File: src/rtl/timer_pkg.sv
// ---------------------------------------------------------------------------
// timer_pkg
// Shared constants for the timer_dev peripheral: register word offsets,
// CTRL bit positions, timer modes and FSM state encodings.
//
// Build option: TIMER_PRESCALE_EN widens the writable part of CTRL to
// include the PS field in bits [7:4].
// ---------------------------------------------------------------------------
package timer_pkg;

    // Word offsets inside the three-word register window
    localparam logic [1:0] ADDR_CTRL   = 2'd0;
    localparam logic [1:0] ADDR_PRESET = 2'd1;
    localparam logic [1:0] ADDR_COUNT  = 2'd2;

    // CTRL register layout
    localparam int CTRL_W       = 8;
    localparam int CTRL_EN      = 0;
    localparam int CTRL_MODE_LO = 1;
    localparam int CTRL_MODE_HI = 2;
    localparam int CTRL_IM      = 3;
    localparam int CTRL_PS_LO   = 4;
    localparam int CTRL_PS_HI   = 7;

    // MODE field values; 2 and 3 fall back to one-shot behaviour
    localparam logic [1:0] MODE_ONESHOT = 2'd0;
    localparam logic [1:0] MODE_RELOAD  = 2'd1;

    // Bits of CTRL that software can actually store
`ifdef TIMER_PRESCALE_EN
    localparam logic [CTRL_W-1:0] CTRL_WMASK = 8'hFF;
`else
    localparam logic [CTRL_W-1:0] CTRL_WMASK = 8'h0F;
`endif

    typedef enum logic [1:0] {
        ST_IDLE = 2'd0,
        ST_LOAD = 2'd1,
        ST_CNT  = 2'd2,
        ST_INT  = 2'd3
    } timer_state_e;

endpackage

File: src/rtl/timer_bytewr.sv
// ---------------------------------------------------------------------------
// timer_bytewr
// Combinational byte-lane merge: lane i of new_val takes wd when mask[i] is
// set, otherwise keeps old_val. Lanes above the 4-bit mask always keep
// old_val.
//
// Ports:
//   old_val [W-1:0]  current register contents
//   wd      [W-1:0]  write data
//   mask    [3:0]    byte enables
//   new_val [W-1:0]  merged value
// ---------------------------------------------------------------------------
module timer_bytewr #(
    parameter int W = 32
) (
    input  logic [W-1:0] old_val,
    input  logic [W-1:0] wd,
    input  logic [3:0]   mask,
    output logic [W-1:0] new_val
);

    for (genvar i = 0; i < W / 8; i++) begin : g_lane
        if (i < 4) begin : g_masked
            assign new_val[8*i +: 8] = mask[i] ? wd[8*i +: 8] : old_val[8*i +: 8];
        end else begin : g_keep
            assign new_val[8*i +: 8] = old_val[8*i +: 8];
        end
    end

endmodule

File: src/rtl/timer_dev.sv
// ---------------------------------------------------------------------------
// timer_dev
// Programmable down-counter on the Bridge device side. Three-word register
// window (CTRL, PRESET, COUNT) addressed by word offset, one interrupt line.
//
// Ports:
//   Clk        system clock
//   Rst        synchronous active-high reset
//   DEV_Addr   word offset: 0=CTRL, 1=PRESET, 2=COUNT, 3=reserved
//   DEV_WD     write data
//   DEV_Mask   byte enables for writes
//   DEV_WE     write strobe (already qualified by the Bridge select)
//   DEV_RD     read data, combinational on DEV_Addr
//   IRQ        registered interrupt request (irq_flag & CTRL.IM)
//   dbg_state  current FSM state, for observation only
//
// Build option: TIMER_PRESCALE_EN adds the CTRL.PS field and a 4-bit
// prescaler that lets the counter act only once every PS+1 cycles.
//
// Bus handshake: there is no ready/valid pair; a write is accepted on every
// Clk edge where DEV_WE=1, and reads are always valid combinationally.
// ---------------------------------------------------------------------------
module timer_dev
    import timer_pkg::*;
#(
    parameter int WIDTH = 32
) (
    input  logic             Clk,
    input  logic             Rst,
    input  logic [1:0]       DEV_Addr,
    input  logic [WIDTH-1:0] DEV_WD,
    input  logic [3:0]       DEV_Mask,
    input  logic             DEV_WE,
    output logic [WIDTH-1:0] DEV_RD,
    output logic             IRQ,
    output logic [1:0]       dbg_state
);

    timer_state_e      state_q, state_d;
    logic [CTRL_W-1:0] ctrl_q, ctrl_d;
    logic [WIDTH-1:0]  preset_q, preset_d;
    logic [WIDTH-1:0]  count_q, count_d;
    logic              irq_flag_q, irq_flag_d;
    logic              irq_q, irq_d;

    logic [CTRL_W-1:0] ctrl_wr_val;
    logic [WIDTH-1:0]  preset_wr_val;
    logic              wr_ctrl, wr_preset;
    logic              en;
    logic              reload_mode;
    logic              tick;

    assign wr_ctrl     = DEV_WE && (DEV_Addr == ADDR_CTRL);
    assign wr_preset   = DEV_WE && (DEV_Addr == ADDR_PRESET);
    assign en          = ctrl_q[CTRL_EN];
    assign reload_mode = (ctrl_q[CTRL_MODE_HI:CTRL_MODE_LO] == MODE_RELOAD);

    timer_bytewr #(.W(CTRL_W)) u_ctrl_wr (
        .old_val (ctrl_q),
        .wd      (DEV_WD[CTRL_W-1:0]),
        .mask    (DEV_Mask),
        .new_val (ctrl_wr_val)
    );

    timer_bytewr #(.W(WIDTH)) u_preset_wr (
        .old_val (preset_q),
        .wd      (DEV_WD),
        .mask    (DEV_Mask),
        .new_val (preset_wr_val)
    );

`ifdef TIMER_PRESCALE_EN
    logic [3:0] ps_cnt_q, ps_cnt_d;
    // The counter acts on the cycle where the prescaler reaches PS
    assign tick = (ps_cnt_q == ctrl_q[CTRL_PS_HI:CTRL_PS_LO]);
`else
    assign tick = 1'b1;
`endif

    always_comb begin
        state_d    = state_q;
        ctrl_d     = ctrl_q;
        preset_d   = preset_q;
        count_d    = count_q;
        irq_flag_d = irq_flag_q;
`ifdef TIMER_PRESCALE_EN
        ps_cnt_d   = ps_cnt_q;
`endif

        unique case (state_q)
            ST_IDLE: begin
                if (en) begin
                    state_d = ST_LOAD;
                end
            end
            ST_LOAD: begin
                count_d = preset_q;
                state_d = ST_CNT;
`ifdef TIMER_PRESCALE_EN
                ps_cnt_d = '0;
`endif
            end
            ST_CNT: begin
                if (!en) begin
                    // COUNT freezes; a later enable reloads from PRESET
                    state_d = ST_IDLE;
`ifdef TIMER_PRESCALE_EN
                    ps_cnt_d = '0;
`endif
                end else begin
`ifdef TIMER_PRESCALE_EN
                    ps_cnt_d = tick ? 4'd0 : ps_cnt_q + 4'd1;
`endif
                    if (tick) begin
                        if (count_q == '0) begin
                            irq_flag_d = 1'b1;
                            state_d    = ST_INT;
                        end else begin
                            count_d = count_q - 1'b1;
                        end
                    end
                end
            end
            ST_INT: begin
                if (reload_mode) begin
                    // Flag is high only for the single INT cycle
                    irq_flag_d = 1'b0;
                    state_d    = ST_LOAD;
                end else begin
                    ctrl_d[CTRL_EN] = 1'b0;
                    state_d         = ST_IDLE;
`ifdef TIMER_PRESCALE_EN
                    ps_cnt_d = '0;
`endif
                end
            end
            default: state_d = ST_IDLE;
        endcase

        // Software writes are applied last so they override the hardware
        // EN clear and any same-cycle irq_flag set.
        if (wr_ctrl) begin
            ctrl_d     = ctrl_wr_val & CTRL_WMASK;
            irq_flag_d = 1'b0;
        end
        if (wr_preset) begin
            preset_d   = preset_wr_val;
            irq_flag_d = 1'b0;
        end

        irq_d = irq_flag_d & ctrl_d[CTRL_IM];
    end

    always_ff @(posedge Clk) begin
        if (Rst) begin
            state_q    <= ST_IDLE;
            ctrl_q     <= '0;
            preset_q   <= '0;
            count_q    <= '0;
            irq_flag_q <= 1'b0;
            irq_q      <= 1'b0;
`ifdef TIMER_PRESCALE_EN
            ps_cnt_q   <= '0;
`endif
        end else begin
            state_q    <= state_d;
            ctrl_q     <= ctrl_d;
            preset_q   <= preset_d;
            count_q    <= count_d;
            irq_flag_q <= irq_flag_d;
            irq_q      <= irq_d;
`ifdef TIMER_PRESCALE_EN
            ps_cnt_q   <= ps_cnt_d;
`endif
        end
    end

    always_comb begin
        DEV_RD = '0;
        unique case (DEV_Addr)
            ADDR_CTRL:   DEV_RD[CTRL_W-1:0] = ctrl_q;
            ADDR_PRESET: DEV_RD = preset_q;
            ADDR_COUNT:  DEV_RD = count_q;
            default:     DEV_RD = '0;
        endcase
    end

    assign IRQ       = irq_q;
    assign dbg_state = state_q;

endmodule

File: config.mk
export PLATFORM = sky130hd
export DESIGN_NAME = timer_dev
export DESIGN_NICKNAME = d
export VERILOG_FILES = /design/src/rtl/timer_pkg.sv /design/src/rtl/timer_bytewr.sv /design/src/rtl/timer_dev.sv
export SDC_FILE = /design/constraint.sdc
export NUM_CORES = 1
export LEC_CHECK = 0
export CAP_MARGIN = 10
export CELL_PAD_IN_SITES_DETAIL_PLACEMENT = 0
export CELL_PAD_IN_SITES_GLOBAL_PLACEMENT = 1
export CORE_MARGIN = 10
export CORE_UTILIZATION = 37
export CTS_BUF_LIST = sky130_fd_sc_hd__clkbuf_4 sky130_fd_sc_hd__clkbuf_8 sky130_fd_sc_hd__clkbuf_16
export DETAILED_ROUTE_END_ITERATION = 8
export HOLD_SLACK_MARGIN = 0.05
export PLACE_DENSITY = 0.82
export SLEW_MARGIN = 10
export SYNTH_ARGS = -nofsm -noshare
export SYNTH_HDL_FRONTEND = slang
export SYNTH_HIERARCHICAL = 1
export SYNTH_SLANG_ARGS = --single-unit
File: constraint.sdc
create_clock -name Clk -period 2.7 [get_ports Clk]
set_clock_uncertainty 0.1 [all_clocks]
set_input_delay 0.54 -clock Clk [delete_from_list [all_inputs] [get_ports Clk]]
set_output_delay 0.54 -clock Clk [all_outputs]
set_load 0.01 [all_outputs]
# Yosys cells after proc, flatten, opt, wreduce, memory -nomap -nowiden
# Index checks and enable logic that the tools add are counted.
# op_classes
n_addsub	1
reduce_logical	15
n_bitwise	1
eq_ne	12
muxes	20
# ops
operator	count
32-bit 2-to-1 mux	2
32-bit one-hot mux with 2 select lines	1
24-bit one-hot mux with 2 select lines	1
32-bit logical NOT	1
32-bit by 1-bit subtractor with 32-bit output, second input constant	1
8-bit one-hot mux with 3 select lines	1
2-bit AND reduction	6
2-bit != test, second input constant	5
1-bit 2-to-1 mux	8
4-bit 2-to-1 mux	2
2-bit one-hot mux with 4 select lines	1
2-bit by 1-bit equality test with 1-bit output, second input constant	3
2-bit equality test, second input constant	3
2-bit 2-to-1 mux	3
3-bit AND reduction	2
2-bit logical NOT	2
2-bit nonzero test	2
3-bit != test, second input constant	1
1-bit logical AND	2
1-bit one-hot mux with 2 select lines	1
1-bit AND	1
# totals
register_bits	72
output_inout_bits	35
in_bits	41
elab_cells	60

# Logic depth before layout (Yosys ltp)
# Gate-level depths: netlist of run 1.
# depth
depth_word	7
depth_mapped	10
depth_no_buf	7

# By module
# Netlist of run 1, hierarchy kept.
# by_module_without_submodules
mod	instances	cells_per_inst	area_per_inst_um2	seq_area_each_um2
timer_dev	1	572	4324.1	1441.4
timer_bytewr (u_preset_wr)	1	36	525.5	0.0
timer_bytewr (u_ctrl_wr)	1	9	131.4	0.0

# Least setup slack after synthesis of run 1
# No wires, ideal clock.
# synth_timing
kind	register to register
from	register count_q[7]
to	register count_q[30]
setup_time_ns	0.132
period_less_slack_ns	2.781
arrival_ns	2.549
path_stages_with_launch	9
slack_ns	-0.081
path_buffers	3
t_required_ns	2.468
path_cell_list	dfxtp_1 buf_6 or4_4 buf_6 or4_4 buf_6 or4_1 a211oi_1 o32ai_1
# synth_via
elab_chain_cells	4
elab_cells_between_ends	7
cone_classes	add/sub (1); eq/ne (1); mux (3); reduce/logical (2)
# synth_rtl
item	line_no	source
start, declared	timer_dev.sv:42	logic [WIDTH-1:0] count_q, count_d;
start signal, assigned	timer_dev.sv:169	count_q <= count_d;
32-bit by 1-bit subtractor with 32-bit output	timer_dev.sv:119	count_d = count_q - 1'b1;
32-bit 2-to-1 mux	timer_dev.sv:115	if (count_q == '0) begin
32-bit 2-to-1 mux	timer_dev.sv:104	if (!en) begin
32-bit one-hot mux with 2 select lines	timer_dev.sv:90	unique case (state_q)
# Several ways; a longest one is shown, not always the timed one. The select of a mux whose other input is x is not followed.
# A chain may end at the register's enable or synchronous reset.

# Worst setup path in the final report of run 1
# layout_timing
from	register count_q[28]
to	register count_q[14]
# layout_via
elab_chain_cells	3
# layout_rtl
item	line_no
32-bit logical NOT	timer_dev.sv:115
2-bit != test (no line)	n/a
3-bit AND reduction (no line)	n/a
# No other way between the ends.

==> impl_metrics.tcl, run 1 <==
set metrics [dict create \
    critPathLaunchType "register" \
    seq_area_um2 1440 \
    syn_area_per_cell_um2 8.03 \
    drv_cap 0 \
    io_pins 76 \
    cts_max_level 3 \
    area_growth_pct 30.5 \
    drt_iter0_drc 482 \
    hold_viol 0 \
    p_leak_nw 2.43 \
    min_to "preset_q[3]" \
    dp_hpwl_mm 11.1 \
    vias 5001 \
    start_util_pct 37.4 \
    final_cell_mix "nand2_1 (77), dfxtp_1 (72), a21oi_1 (66), buf_4 (44), clkdlybuf4s50_1 (40)" \
    reg2reg_from "count_q[28]" \
    arrival_ns 2.68 \
    dp_cells 857 \
    netlist_instances 612 \
    critPathKind "reg2reg" \
    r2r_end "count_q[14]" \
    status "completed" \
    swShare_pct 25.8 \
    root_buffer "clkbuf_16" \
    relSlewSlack_pct 30.5 \
    cp-end-kind "register" \
    drt-pass1-iter-count 5 \
    cp_slowest_stage_delay_ns 0.55 \
    min_from "preset_q[3]" \
    hp-class "reg2reg" \
    drive_above_1_share_pct 19.5 \
    dieArea_um2 18300 \
    drc 0 \
    wl_mm 15.3 \
    rsz0062_at_grt "false" \
    die_w_um 135 \
    cpMostUsedCell "or4_4" \
    final_nets 740 \
    tns_ns 0 \
    combPwrFrac_pct 16.7 \
    core_um2 13100 \
    fin_crit_ns 2.58 \
    gp_congestion 0.876 \
    synthesis.nets 659 \
    clockBufferDepth 2 \
    whs_path_depth 2 \
    crit_path_max_fanout 11 \
    p_total_mw 2.80 \
    max_freq_ghz 0.387 \
    seqPwrFrac_pct 39.1 \
    worst_slew_pin_slew_ns 1.04 \
    critPathSlowestCell "or4_4" \
    cts.sinks 72 \
    rr_worst_depth 6 \
    antenna_cells 0 \
    slew_viol_final 0 \
    ant_nets 0 \
    crit_chain "or4_4, or4_4, nor4_4, or2_2, buf_4, o32ai_1" \
    min_period_over_period_pct 95.6 \
    layout.cells.non_filler 874 \
    portBuffers 75 \
    syn-cell-area_um2 4920 \
    cts_buffers 9 \
    cts_tree "yes" \
    via_per_inst 5.72 \
    p_per_area_nw_per_um2 436 \
    final_common_cell "nand2_1" \
    cp.required_ns 2.80 \
    ir_drop_v 0.000276 \
    insertion_delay_ns 0.34 \
    reg2reg_slack_ns 0.12 \
    gr-total-overflow 0 \
    synth_warnings 6 \
    n_fill_cell 1317 \
    internal-power_mw 2.08 \
    clk_pin_slew_ns 0.06 \
    grt_usage_pct 16.5 \
    postCtsHoldBufs 0 \
    post-route-util_pct 48.9 \
    finalSetupViolCount 0 \
    grt_pass1_vias 5117 \
    multiInputGateArea_um2 3180 \
    grt_pass1_wl_mm 25.2 \
    rows 42 \
    antenna_found_initial 0 \
    grt_max_degree 40 \
    die_h_um 135 \
    clock_power_share_pct 44.2 \
    p_switching_mw 0.724 \
    wl_per_cell_um 17.5 \
]
==> critical path: cells and delay by family (launching register included) <==
kind | cells | cell delay, ns
compound gates | 1 | 0.11
flops | 1 | 0.37
buf+inv | 1 | 0.20
simple gates | 4 | 1.66
==> metal layers <==
metal  up-vias  wire [um]  global-route usage (%)
li1       2426          -                       -
met1      2432       6530                    19.6
met2       114       7710                    28.4
met3        29        597                    2.37
met4         0        448                    8.43
met5         -          0                       0
==> layout make-up <==
type,count,area share [%]
tap,176,3.43
clock buffer,11,3.94
multi-input combinational,473,49.5
clock inverter,5,0.858
sequential,72,22.5
inverter,6,0.351
timing repair buffer,131,19.5
==> flip-flops by register name (all words and copies together), names as in the netlist <==
| name | count |
|---|---|
| ctrl_q | 4 |
| IRQ | 1 |
| count_q | 32 |
| irq_flag_q | 1 |
| preset_q | 32 |
| dbg_state | 2 |
==> power groups by stage <==
stage               logic [mW]  registers, mW  clock network [mW]
detailed placement       0.455           1.12                   0
global placement         0.449           1.12                   0
floorplan                0.279           1.11                   0
CTS                      0.463           1.10                1.25
global route             0.502           1.10                1.29
finish                   0.467           1.10                1.24
==> worst max path at each step <==
| stage | to | from | cells after the start | slack, ns |
|---|---|---|---|---|
| finish | count_q[14] | count_q[28] | 6 | 0.12 |
| CTS | count_q[10] | count_q[18] | 6 | 0.03 |
| floorplan | count_q[28] | count_q[11] | 6 | 0.03 |
| global placement | DEV_RD[2] | DEV_Addr[0] | 7 | -0.31 |
| detailed placement | DEV_RD[3] | DEV_Addr[0] | 7 | -0.33 |
| global route | count_q[20] | count_q[28] | 6 | 0.02 |
==> through the flow <==
stage          hold WS [ns]  instance area [um2]  setup WS (ns)
2_1_floorplan         0.357                 4930         0.0336
4_1_cts               0.391                 6400         0.0251
5_1_grt               0.406                 6420         0.0215
3_3_place_gp          0.379                 6090         -0.308
3_5_place_dp          0.382                 6090         -0.334
6_report              0.391                 6420          0.119
==> what timing repair did <==
| item | 4_1_cts | 5_1_grt |
|---|---|---|
| setup endpoints to repair | 32 | 33 |
| resized for setup | 39 | 10 |
| setup buffers | 1 | 0 |
| pin swaps | 1 | 4 |
Note: power is estimated with default switching activity, not from simulation.
==> run 2, diff against run 1 <==
CTS_CLUSTER_SIZE = 16   (was unset)
clock period = 2.34 ns   (was 2.7 ns; I/O delays follow)
==> run 2 against run 1 <==
Compared with the run above:
- flip-flop and latch count did not move
- sequential power grew 15%
- register-to-register slack got worse by 0.35 ns
- the run now ends with negative setup slack left
==> impl_metrics.tcl, run 2 (synthesized netlist as in run 1, its figures left out) <==
set metrics [dict create \
    cts_buffers 9 \
    cts_tree "yes" \
    startpoint "count_q[14]" \
    grt_pass1_wl_mm 27.6 \
    slew_viol_final 0 \
    dieArea_um2 18300 \
    cts.sinks 72 \
    cts_max_level 3 \
    clk_pin_slew_ns 0.05 \
    relSlewSlack_pct 62.3 \
    final_cell_mix "buf_4 (84), nand2_1 (77), dfxtp_1 (68), a21oi_1 (66), clkdlybuf4s50_1 (40)" \
    top_regs "count_q (32), preset_q (32), ctrl_q (4)" \
    reg2reg_from "count_q[14]" \
    dp_hpwl_mm 11.6 \
    hold_viol 0 \
    clockBufferDepth 2 \
    design_area_um2 7050 \
    swShare_pct 26.5 \
    core_um2 13100 \
    wl_mm 17.0 \
    die_w_um 135 \
    grt_max_degree 96 \
    drt_iter0_drc 461 \
    area_growth_pct 43.4 \
    wl_per_cell_um 18.4 \
    drc 0 \
    min_from "preset_q[24]" \
    grt_pass1_vias 5323 \
    die_h_um 135 \
    insertion_delay_ns 0.35 \
    drv_cap 0 \
    cp-end-kind "register" \
    crit_path_max_fanout 6 \
    drt-pass1-iter-count 6 \
    internal-power_mw 2.38 \
    ir_drop_v 0.000364 \
    grt_usage_pct 18.5 \
    min_period_over_period_pct 110 \
    rows 42 \
    layout.cells.non_filler 923 \
    layout_setup_ws_ns -0.236 \
    p_per_area_nw_per_um2 460 \
    tns_ns -4.32 \
    cp.required_ns 2.45 \
    hp-class "reg2reg" \
    fin_crit_ns 2.58 \
    root_buffer "clkbuf_16" \
    status "finished, violations left" \
    finalSetupViolCount 34 \
    gp_congestion 0.893 \
    gr-total-overflow 0 \
    final_nets 791 \
    dp_cells 894 \
    vias 5287 \
    worst_slew_pin_slew_ns 0.563 \
    portBuffers 75 \
    antenna_found_initial 0 \
    drive_above_1_share_pct 30.5 \
    max_freq_ghz 0.388 \
    p_switching_mw 0.858 \
    critPathLaunchType "register" \
    postCtsHoldBufs 0 \
    p_leak_nw 2.69 \
    seqPwrFrac_pct 38.9 \
    combPwrFrac_pct 21.4 \
    ant_nets 0 \
    rsz0062_at_grt "true" \
    clock_power_share_pct 39.7 \
    place_area_um2 6520 \
    final_common_cell "buf_4" \
    arrival_ns 2.69 \
    io_pins 76 \
    via_per_inst 5.73 \
    violations "negative setup slack" \
    critPathKind "reg2reg" \
    antenna_cells 0 \
    start_util_pct 37.4 \
]
run 2: cell count changes in the layout (fill, tap and decap cells not counted), sizes merged, moves of 2 or more:
cell | before | now
buf | 57 | 111
dlygate4sd2 | 32 | 20
clkbuf | 12 | 20
clkdlybuf4s15 | 0 | 3
clkinvlp | 2 | 0
run 2: layout make-up:
type                       instances  area, um2
fill                            1205       6090
multi-input combinational        473       3360
timing repair buffer             182       1740
sequential                        72       1450
clock buffer                      13        262
tap                              176        220
inverter                           6       22.5
clock inverter                     1       5.00
run 2: worst paths after layout:
path	endpoint	slack, ns	cells past startpoint
worst min-delay path	preset_q[24]	0.40	2
worst max register to register	count_q[30]	-0.24	5
worst max-delay path	count_q[30]	-0.24	5
worst min register to register	preset_q[24]	0.40	2
run 2: power by group through the flow:
stage	sequential, mW	combinational, mW	clock (mW)
2_1_floorplan	1.28	0.332	0
3_3_place_gp	1.29	0.574	0
3_5_place_dp	1.29	0.581	0
4_1_cts	1.26	0.689	1.31
5_1_grt	1.26	0.736	1.35
6_report	1.26	0.694	1.29
run 2: layer usage:
metal / wire, um / up-vias / track usage (%)
met3: 1090 / 36 / 4.56
li1: - / 2521 / -
met5: 0 / - / 0
met1: 7660 / 2537 / 22.9
met2: 7760 / 193 / 29.7
met4: 452 / 0 / 7.89
run 2: through the flow:
step / power, mW / setup slack, ns / hold WS (ns) / util [%]
6_report: 3.24 / -0.236 / 0.395 / 53.7
3_5_place_dp: 1.87 / -0.595 / 0.388 / 49.6
5_1_grt: 3.35 / -0.300 / 0.424 / 53.7
3_3_place_gp: 1.86 / -0.585 / 0.380 / 49.6
2_1_floorplan: 1.61 / -0.253 / 0.357 / -
4_1_cts: 3.26 / -0.209 / 0.397 / 54.0
run 2: timing repair:
item | 4_1_cts | 5_1_grt
gates resized for setup | 81 | 25
endpoints found under the setup margin | 67 | 60
cloned | 5 | 0
buffers inserted | 8 | 6
pin swaps | 11 | 17
run 2: worst max-delay path, cell delays in order, from the launching register on:
cell and delay [ns]:
dfxtp_2 0.32, or4_4 0.55, or4_4 0.60, or4_4 0.55, a211oi_4 0.23, o32ai_1 0.10
